<file path="src/rtl/core_mem_arb_pkg.sv">
// Shared types and sizing helpers for the core memory arbiter.
package core_mem_arb_pkg;

  // Arbiter FSM: IDLE accepts a request, WAIT holds the single outstanding access.
  typedef enum logic [0:0] {
    StIdle = 1'b0,
    StWait = 1'b1
  } arb_state_e;

  // Which requester owns the outstanding access.
  typedef enum logic {
    OwnInst = 1'b0,
    OwnLsu  = 1'b1
  } owner_e;

  // Bits needed to hold values 0..max_val, never less than one.
  function automatic int unsigned cnt_width(input int unsigned max_val);
    if (max_val < 2) begin
      return 1;
    end
    return $clog2(max_val + 1);
  endfunction

endpackage

</file>
<file path="src/rtl/core_mem_arb_sel.sv">
// Winner select between fetch and LSU: LSU priority, except that fetch wins once the
// LSU has taken LSU_BURST_MAX consecutive grants while fetch was waiting.
module core_mem_arb_sel
  import core_mem_arb_pkg::*;
#(
  parameter int unsigned LSU_BURST_MAX = 4,
  parameter int unsigned StreakW       = cnt_width(LSU_BURST_MAX)
) (
  input  logic               inst_req_en,
  input  logic               lsu_req_en,
  input  logic [StreakW-1:0] streak,
  output logic               gnt_inst,
  output logic               gnt_lsu
);

  localparam logic [StreakW-1:0] StreakMax = StreakW'(LSU_BURST_MAX);

  logic starve;

  // Starvation override only applies when both sides are asking.
  always_comb begin
    starve   = inst_req_en && lsu_req_en && (streak == StreakMax);
    gnt_lsu  = lsu_req_en && !starve;
    gnt_inst = inst_req_en && (!lsu_req_en || starve);
  end

endmodule

</file>
<file path="src/rtl/core_mem_arbiter.sv">
// Shares one single-ported core memory between instruction fetch and the LSU.
// One access outstanding at a time; completions are routed back to the owner, and a
// watchdog returns an error completion if the memory never answers.
module core_mem_arbiter
  import core_mem_arb_pkg::*;
#(
  parameter int unsigned DATA_WIDTH    = 32,
  parameter int unsigned ADDR_WIDTH    = 32,
  parameter int unsigned STRB_WIDTH    = DATA_WIDTH / 8,
  parameter int unsigned LSU_BURST_MAX = 4,
  parameter int unsigned TIMEOUT_CYC   = 255
) (
  input  logic                  CLK,
  input  logic                  RST,

  // Instruction fetch requester
  input  logic                  inst_req_en,
  input  logic [ADDR_WIDTH-1:0] inst_req_addr,
  input  logic [DATA_WIDTH-1:0] inst_req_wdata,
  input  logic [STRB_WIDTH-1:0] inst_req_wen,
  output logic                  inst_req_rdy,
  output logic                  inst_rsp_rvld,
  output logic [DATA_WIDTH-1:0] inst_rsp_rdata,
  output logic                  inst_rsp_err,

  // LSU requester
  input  logic                  lsu_req_en,
  input  logic [ADDR_WIDTH-1:0] lsu_req_addr,
  input  logic [DATA_WIDTH-1:0] lsu_req_wdata,
  input  logic [STRB_WIDTH-1:0] lsu_req_wen,
  output logic                  lsu_req_rdy,
  output logic                  lsu_rsp_rvld,
  output logic [DATA_WIDTH-1:0] lsu_rsp_rdata,
  output logic                  lsu_rsp_err,

  // Memory side
  output logic                  mem_en,
  output logic [ADDR_WIDTH-1:0] mem_addr,
  output logic [DATA_WIDTH-1:0] mem_wdata,
  output logic [STRB_WIDTH-1:0] mem_wen,
  input  logic [DATA_WIDTH-1:0] mem_rdata,
  input  logic                  mem_rvld
);

  localparam int unsigned        TimerW    = cnt_width(TIMEOUT_CYC - 1);
  localparam int unsigned        StreakW   = cnt_width(LSU_BURST_MAX);
  localparam logic [TimerW-1:0]  TimerLast = TimerW'(TIMEOUT_CYC - 1);
  localparam logic [StreakW-1:0] StreakMax = StreakW'(LSU_BURST_MAX);

  arb_state_e          state_q;
  owner_e              owner_q;
  logic [TimerW-1:0]   timer_q;
  logic [StreakW-1:0]  streak_q;
  logic [StreakW-1:0]  streak_nxt;

  logic                gnt_inst;
  logic                gnt_lsu;
  logic                can_accept;
  logic                done;

  logic [ADDR_WIDTH-1:0] sel_addr;
  logic [DATA_WIDTH-1:0] sel_wdata;
  logic [STRB_WIDTH-1:0] sel_wen;
  logic [DATA_WIDTH-1:0] rsp_data;
  logic                  rsp_err;

  core_mem_arb_sel #(
    .LSU_BURST_MAX (LSU_BURST_MAX),
    .StreakW       (StreakW)
  ) u_sel (
    .inst_req_en (inst_req_en),
    .lsu_req_en  (lsu_req_en),
    .streak      (streak_q),
    .gnt_inst    (gnt_inst),
    .gnt_lsu     (gnt_lsu)
  );

  // Accept pulses, winning request fields and the streak update for this grant.
  always_comb begin
    // Held off while RST is high so nothing looks accepted during a reset cycle.
    can_accept   = (state_q == StIdle) && !RST;
    inst_req_rdy = can_accept && gnt_inst;
    lsu_req_rdy  = can_accept && gnt_lsu;

    sel_addr  = gnt_lsu ? lsu_req_addr  : inst_req_addr;
    sel_wdata = gnt_lsu ? lsu_req_wdata : inst_req_wdata;
    sel_wen   = gnt_lsu ? lsu_req_wen   : inst_req_wen;

    streak_nxt = streak_q;
    if (gnt_inst) begin
      streak_nxt = '0;
    end else if (gnt_lsu) begin
      if (!inst_req_en) begin
        streak_nxt = '0;
      end else if (streak_q != StreakMax) begin
        streak_nxt = streak_q + StreakW'(1);
      end
    end
  end

  // Completion: memory answer wins over a timeout landing in the same cycle.
  always_comb begin
    done     = mem_rvld || (timer_q == TimerLast);
    rsp_data = mem_rvld ? mem_rdata : '0;
    rsp_err  = !mem_rvld;
  end

  // Arbiter FSM with registered memory command and response outputs.
  always_ff @(posedge CLK) begin
    if (RST) begin
      state_q        <= StIdle;
      owner_q        <= OwnInst;
      timer_q        <= '0;
      streak_q       <= '0;
      mem_en         <= 1'b0;
      mem_addr       <= '0;
      mem_wdata      <= '0;
      mem_wen        <= '0;
      inst_rsp_rvld  <= 1'b0;
      inst_rsp_rdata <= '0;
      inst_rsp_err   <= 1'b0;
      lsu_rsp_rvld   <= 1'b0;
      lsu_rsp_rdata  <= '0;
      lsu_rsp_err    <= 1'b0;
    end else begin
      // Command and completion strobes are single-cycle; command fields read 0 when idle.
      mem_en        <= 1'b0;
      mem_addr      <= '0;
      mem_wdata     <= '0;
      mem_wen       <= '0;
      inst_rsp_rvld <= 1'b0;
      inst_rsp_err  <= 1'b0;
      lsu_rsp_rvld  <= 1'b0;
      lsu_rsp_err   <= 1'b0;

      unique case (state_q)
        StIdle: begin
          // mem_rvld here is late or spurious and deliberately ignored.
          if (gnt_inst || gnt_lsu) begin
            state_q   <= StWait;
            owner_q   <= gnt_lsu ? OwnLsu : OwnInst;
            timer_q   <= '0;
            streak_q  <= streak_nxt;
            mem_en    <= 1'b1;
            mem_addr  <= sel_addr;
            mem_wdata <= sel_wdata;
            mem_wen   <= sel_wen;
          end
        end
        StWait: begin
          if (done) begin
            state_q <= StIdle;
            timer_q <= '0;
            if (owner_q == OwnLsu) begin
              lsu_rsp_rvld  <= 1'b1;
              lsu_rsp_rdata <= rsp_data;
              lsu_rsp_err   <= rsp_err;
            end else begin
              inst_rsp_rvld  <= 1'b1;
              inst_rsp_rdata <= rsp_data;
              inst_rsp_err   <= rsp_err;
            end
          end else begin
            timer_q <= timer_q + TimerW'(1);
          end
        end
        default: begin
          state_q <= StIdle;
        end
      endcase
    end
  end

endmodule

</file>
<file path="config.mk">
export PLATFORM = sky130hd
export DESIGN_NAME = core_mem_arbiter
export DESIGN_NICKNAME = d
export VERILOG_FILES = /design/src/rtl/core_mem_arb_pkg.sv /design/src/rtl/core_mem_arb_sel.sv /design/src/rtl/core_mem_arbiter.sv
export SDC_FILE = /design/constraint.sdc
export NUM_CORES = 1
export LEC_CHECK = 0
export ABC_AREA = 0
export CORE_ASPECT_RATIO = 1.5
export CORE_MARGIN = 2
export CORE_UTILIZATION = 25
export CTS_BUF_LIST = sky130_fd_sc_hd__clkbuf_8
export DETAILED_ROUTE_END_ITERATION = 16
export SETUP_SLACK_MARGIN = 0.5
export SYNTH_ARGS = -nofsm -noshare
export SYNTH_HDL_FRONTEND = slang
export SYNTH_SLANG_ARGS = --single-unit
</file>
<file path="constraint.sdc">
create_clock -name CLK -period 3.75 [get_ports CLK]
set_clock_uncertainty 0.1 [all_clocks]
set_input_delay 0.9375 -clock CLK [delete_from_list [all_inputs] [get_ports CLK]]
set_output_delay 0.9375 -clock CLK [all_outputs]
set_load 0.05 [all_outputs]
</file>
==> results.ini <==
[yosys]
synth-seq-area-share = 0.562
post-synth-top-area-cell = sky130_fd_sc_hd__dfxtp_1
synth.cell_area_um2 = 5340
ys_async_sr_fraction = 0
yosys_register_bits = 150
yosys.cell_types.count = 42
synth_nets = 727
synthesis.instances = 550
predominant_post_synthesis_flop_cell = sky130_fd_sc_hd__dfxtp_1
synthesis.yosys.warnings = 0
yosys-top-cells-area = sky130_fd_sc_hd__dfxtp_1 (56%), sky130_fd_sc_hd__a32o_1 (12%), sky130_fd_sc_hd__nand2_1 (10%)
synth-edff-count = 0
synth_largest_type_area_fraction = 0.562
syn-mean-instance-area_um2 = 9.71

[placed_design]
place_ws_ps = 544
placedInstanceArea_um2 = 8650
total_of_buffers_placed_on_input_and_output_ports = 311
gp_congestion = 0.756
place.detailed.hpwl_mm = 12.7

[critical_path]
worst_r2r_path_depth = 6
critical_path_arrival_ps = 2090
cp-startpoint = inst_req_en
cp_max_fo = 2
r2r_start = timer_q[0]$_SDFFE_PP0P_
crit_end = lsu_req_rdy
cp-start-kind = primary input
timing.critical_path.required_ps = 2710
timing.rr.end = lsu_rsp_rdata[0]$_SDFFE_PP0P_
crit_path_end_kind = output port
rrSetupSlack_ps = 1510
critical_path_class = in2out

[global_route]
antenna_found_initial = 1
grtUsageTotal = 0.160
vias_in_the_first_global_route = 5124
global_route.overflow_total = 0
first_pass_grt_wire_length_mm = 27.7
grt_start_max_net_pins = 71

[clocking]
cts-root-to-sink-buffers = 2
clock_latency_on_the_worst_skew_pair_ps = 450
cts_hold_buf = 0
h_tree_level_count = 4
tritoncts = yes
clock-root-buffer = sky130_fd_sc_hd__clkbuf_8
path_clk_slew_ps = 80
cts.sinks = 150
post-cts-setup-buffers = 0
cts_inserted_buffers = 17
ctsResizeCount = 0

[timing]
timing.slew.headroom = 0.292
setup_total_negative_slack_ps = 0
rsz0062_at_grt = false
time_the_final_worst_path_needs_with_i_o_delays_and_setup_ps = 3130
fmax_ghz = 0.320
hold_viol_final = 0
final.setup.worst_slack_ps = 624
fin_crit_sh = 0.833
report.final.setup_viol = 0
report.final.slew_viol_count = 0
worst_tran_pin_value_ps = 1060

[route]
detail_route.wirelength.met1_mm = 7.02
via_count = 5163
dr.first_iter.drc_count = 143
route.detailed.drc = 0
topRoutingLayerUsed = met5
via_per_inst = 4.60
route.antenna.remaining_nets = 0
met3_wirelength_mm = 1.97
first_pass_iters = 4
met2WireLength_mm = 8.60
wl_per_cell_um = 15.9
total_wire_length_after_detailed_routing_mm = 17.9

[power_and_ir_drop]
power_report.internal_total_mw = 2.57
clkPwrFrac = 0.327
p_leak_nw = 3.34
share_of_total_power_consumed_by_net_switching = 0.302
power_mw = 3.68
vdd_drop_max_mv = 0.220
p_switching_mw = 1.11
pwr_dens_nw_per_um2 = 408
power.sequential.fraction = 0.460
comb_power_share = 0.214

[cells_and_area]
layout_commonest_cell = sky130_fd_sc_hd__clkdlybuf4s50_1
antennaDiodeCount = 0
filler_cell_count = 2091
final_design_area_no_fill_um2 = 9030
drive_above_1_share = 0.0737
num-nets-final = 1019
mostFrequentLayoutCells = sky130_fd_sc_hd__clkdlybuf4s50_1 (307), sky130_fd_sc_hd__dfxtp_1 (150), sky130_fd_sc_hd__nand2_1 (146)
area_growth_pct = 69.0

[hold_path]
worstHoldStart = lsu_rsp_rdata[31]$_SDFFE_PP0P_
hold_crit_path_type = reg2reg

[floorplanning]
initial_core_util = 0.255
fp.dieW_um = 123
die_area_um2 = 22600
design.portCount = 312
core-area_um2 = 21000
rows = 65
height_of_the_die_um = 183

[run_status]
run_status = completed

[job]
timing.max_cap.violations = 0

[worst min-delay path by stage]
stage	end	slack (ps)	depth (start not counted)
2_1_floorplan	streak_q[1]$_SDFFE_PP0P_	350	2
3_3_place_gp	lsu_rsp_rdata[24]$_SDFFE_PP0P_	350	1
3_5_place_dp	lsu_rsp_rdata[31]$_SDFFE_PP0P_	360	1
4_1_cts	lsu_rsp_rdata[31]$_SDFFE_PP0P_	380	1
5_1_grt	inst_rsp_rdata[0]$_SDFFE_PP0P_	380	1
6_report	lsu_rsp_rdata[31]$_SDFFE_PP0P_	370	1
[kinds of logic (layout without fill, tap and decap cells)]
family / after synthesis / in the layout / share of synthesized area
muxes: 1 / 1 / 0.00187
AOI/OAI and AO/OA: 157 / 157 / 0.220
adders and majority gates: 4 / 4 / 0.00937
DFF: 150 / 150 / 0.562
buffers and inverters: 55 / 360 / 0.0534
and+or+nand+nor: 183 / 183 / 0.153
[flip-flops by register name (all words and copies together), names as in the netlist, 3 cells and up]
register        flops
timer_q             8
mem_addr           32
mem_wen             4
lsu_rsp_rdata      32
mem_wdata          32
inst_rsp_rdata     32
streak_q            3
[stage by stage]
stage / util / std cells / hold WS, ps
2_1_floorplan: - / 550 / 349
3_3_place_gp: 0.412 / 1091 / 345
3_5_place_dp: 0.412 / 1091 / 355
4_1_cts: 0.430 / 1123 / 375
5_1_grt: 0.430 / 1123 / 384
6_report: 0.430 / 1123 / 371
[synthesized netlist by cell type (2+ instances only)]
cell type,n
sky130_fd_sc_hd__a21oi_1,76
sky130_fd_sc_hd__a31oi_1,4
sky130_fd_sc_hd__a31oi_4,2
sky130_fd_sc_hd__a32o_1,64
sky130_fd_sc_hd__and2_2,2
sky130_fd_sc_hd__and4_1,2
sky130_fd_sc_hd__buf_1,3
sky130_fd_sc_hd__buf_2,18
sky130_fd_sc_hd__buf_6,7
sky130_fd_sc_hd__clkbuf_1,18
sky130_fd_sc_hd__dfxtp_1,150
sky130_fd_sc_hd__ha_1,4
sky130_fd_sc_hd__inv_1,6
sky130_fd_sc_hd__inv_2,2
sky130_fd_sc_hd__nand2_1,147
sky130_fd_sc_hd__nand3_1,8
sky130_fd_sc_hd__nand4_1,2
sky130_fd_sc_hd__nor2_1,5
sky130_fd_sc_hd__nor3_4,2
sky130_fd_sc_hd__nor3b_1,3
sky130_fd_sc_hd__o21ai_0,3
sky130_fd_sc_hd__or3_1,2
[power groups by stage]
stage | combinational [mW] | sequential (mW) | clock [mW]
6_report | 0.787 | 1.69 | 1.20
5_1_grt | 0.837 | 1.70 | 1.33
4_1_cts | 0.794 | 1.70 | 1.26
3_5_place_dp | 0.790 | 1.73 | 0
3_3_place_gp | 0.790 | 1.73 | 0
2_1_floorplan | 0.186 | 1.96 | 0
[layer usage]
metal / vias to the layer above / GRT usage
met5: - / 0
met4: 2 / 0.0568
met3: 20 / 0.0780
met2: 236 / 0.264
met1: 2373 / 0.178
li1: 2532 / -
[critical path, cell delays in order]
cell and delay [ps]:
sky130_fd_sc_hd__clkdlybuf4s50_1 500, sky130_fd_sc_hd__nand3_1 120, sky130_fd_sc_hd__and2_2 220, sky130_fd_sc_hd__nand2_1 100
sky130_fd_sc_hd__nor2_2 50, sky130_fd_sc_hd__buf_12 160
[final cells by class]
class / instances / area, µm² / share of cell area
clock inverter: 12 / 103 / 0.0114
tap: 268 / 335 / 0.0371
clock buffer: 20 / 275 / 0.0305
sequential: 150 / 3000 / 0.333
timing repair buffer: 320 / 3210 / 0.356
inverter: 8 / 30.0 / 0.00333
multi-input combinational: 345 / 2070 / 0.229
(Power assumes the default switching activity.)
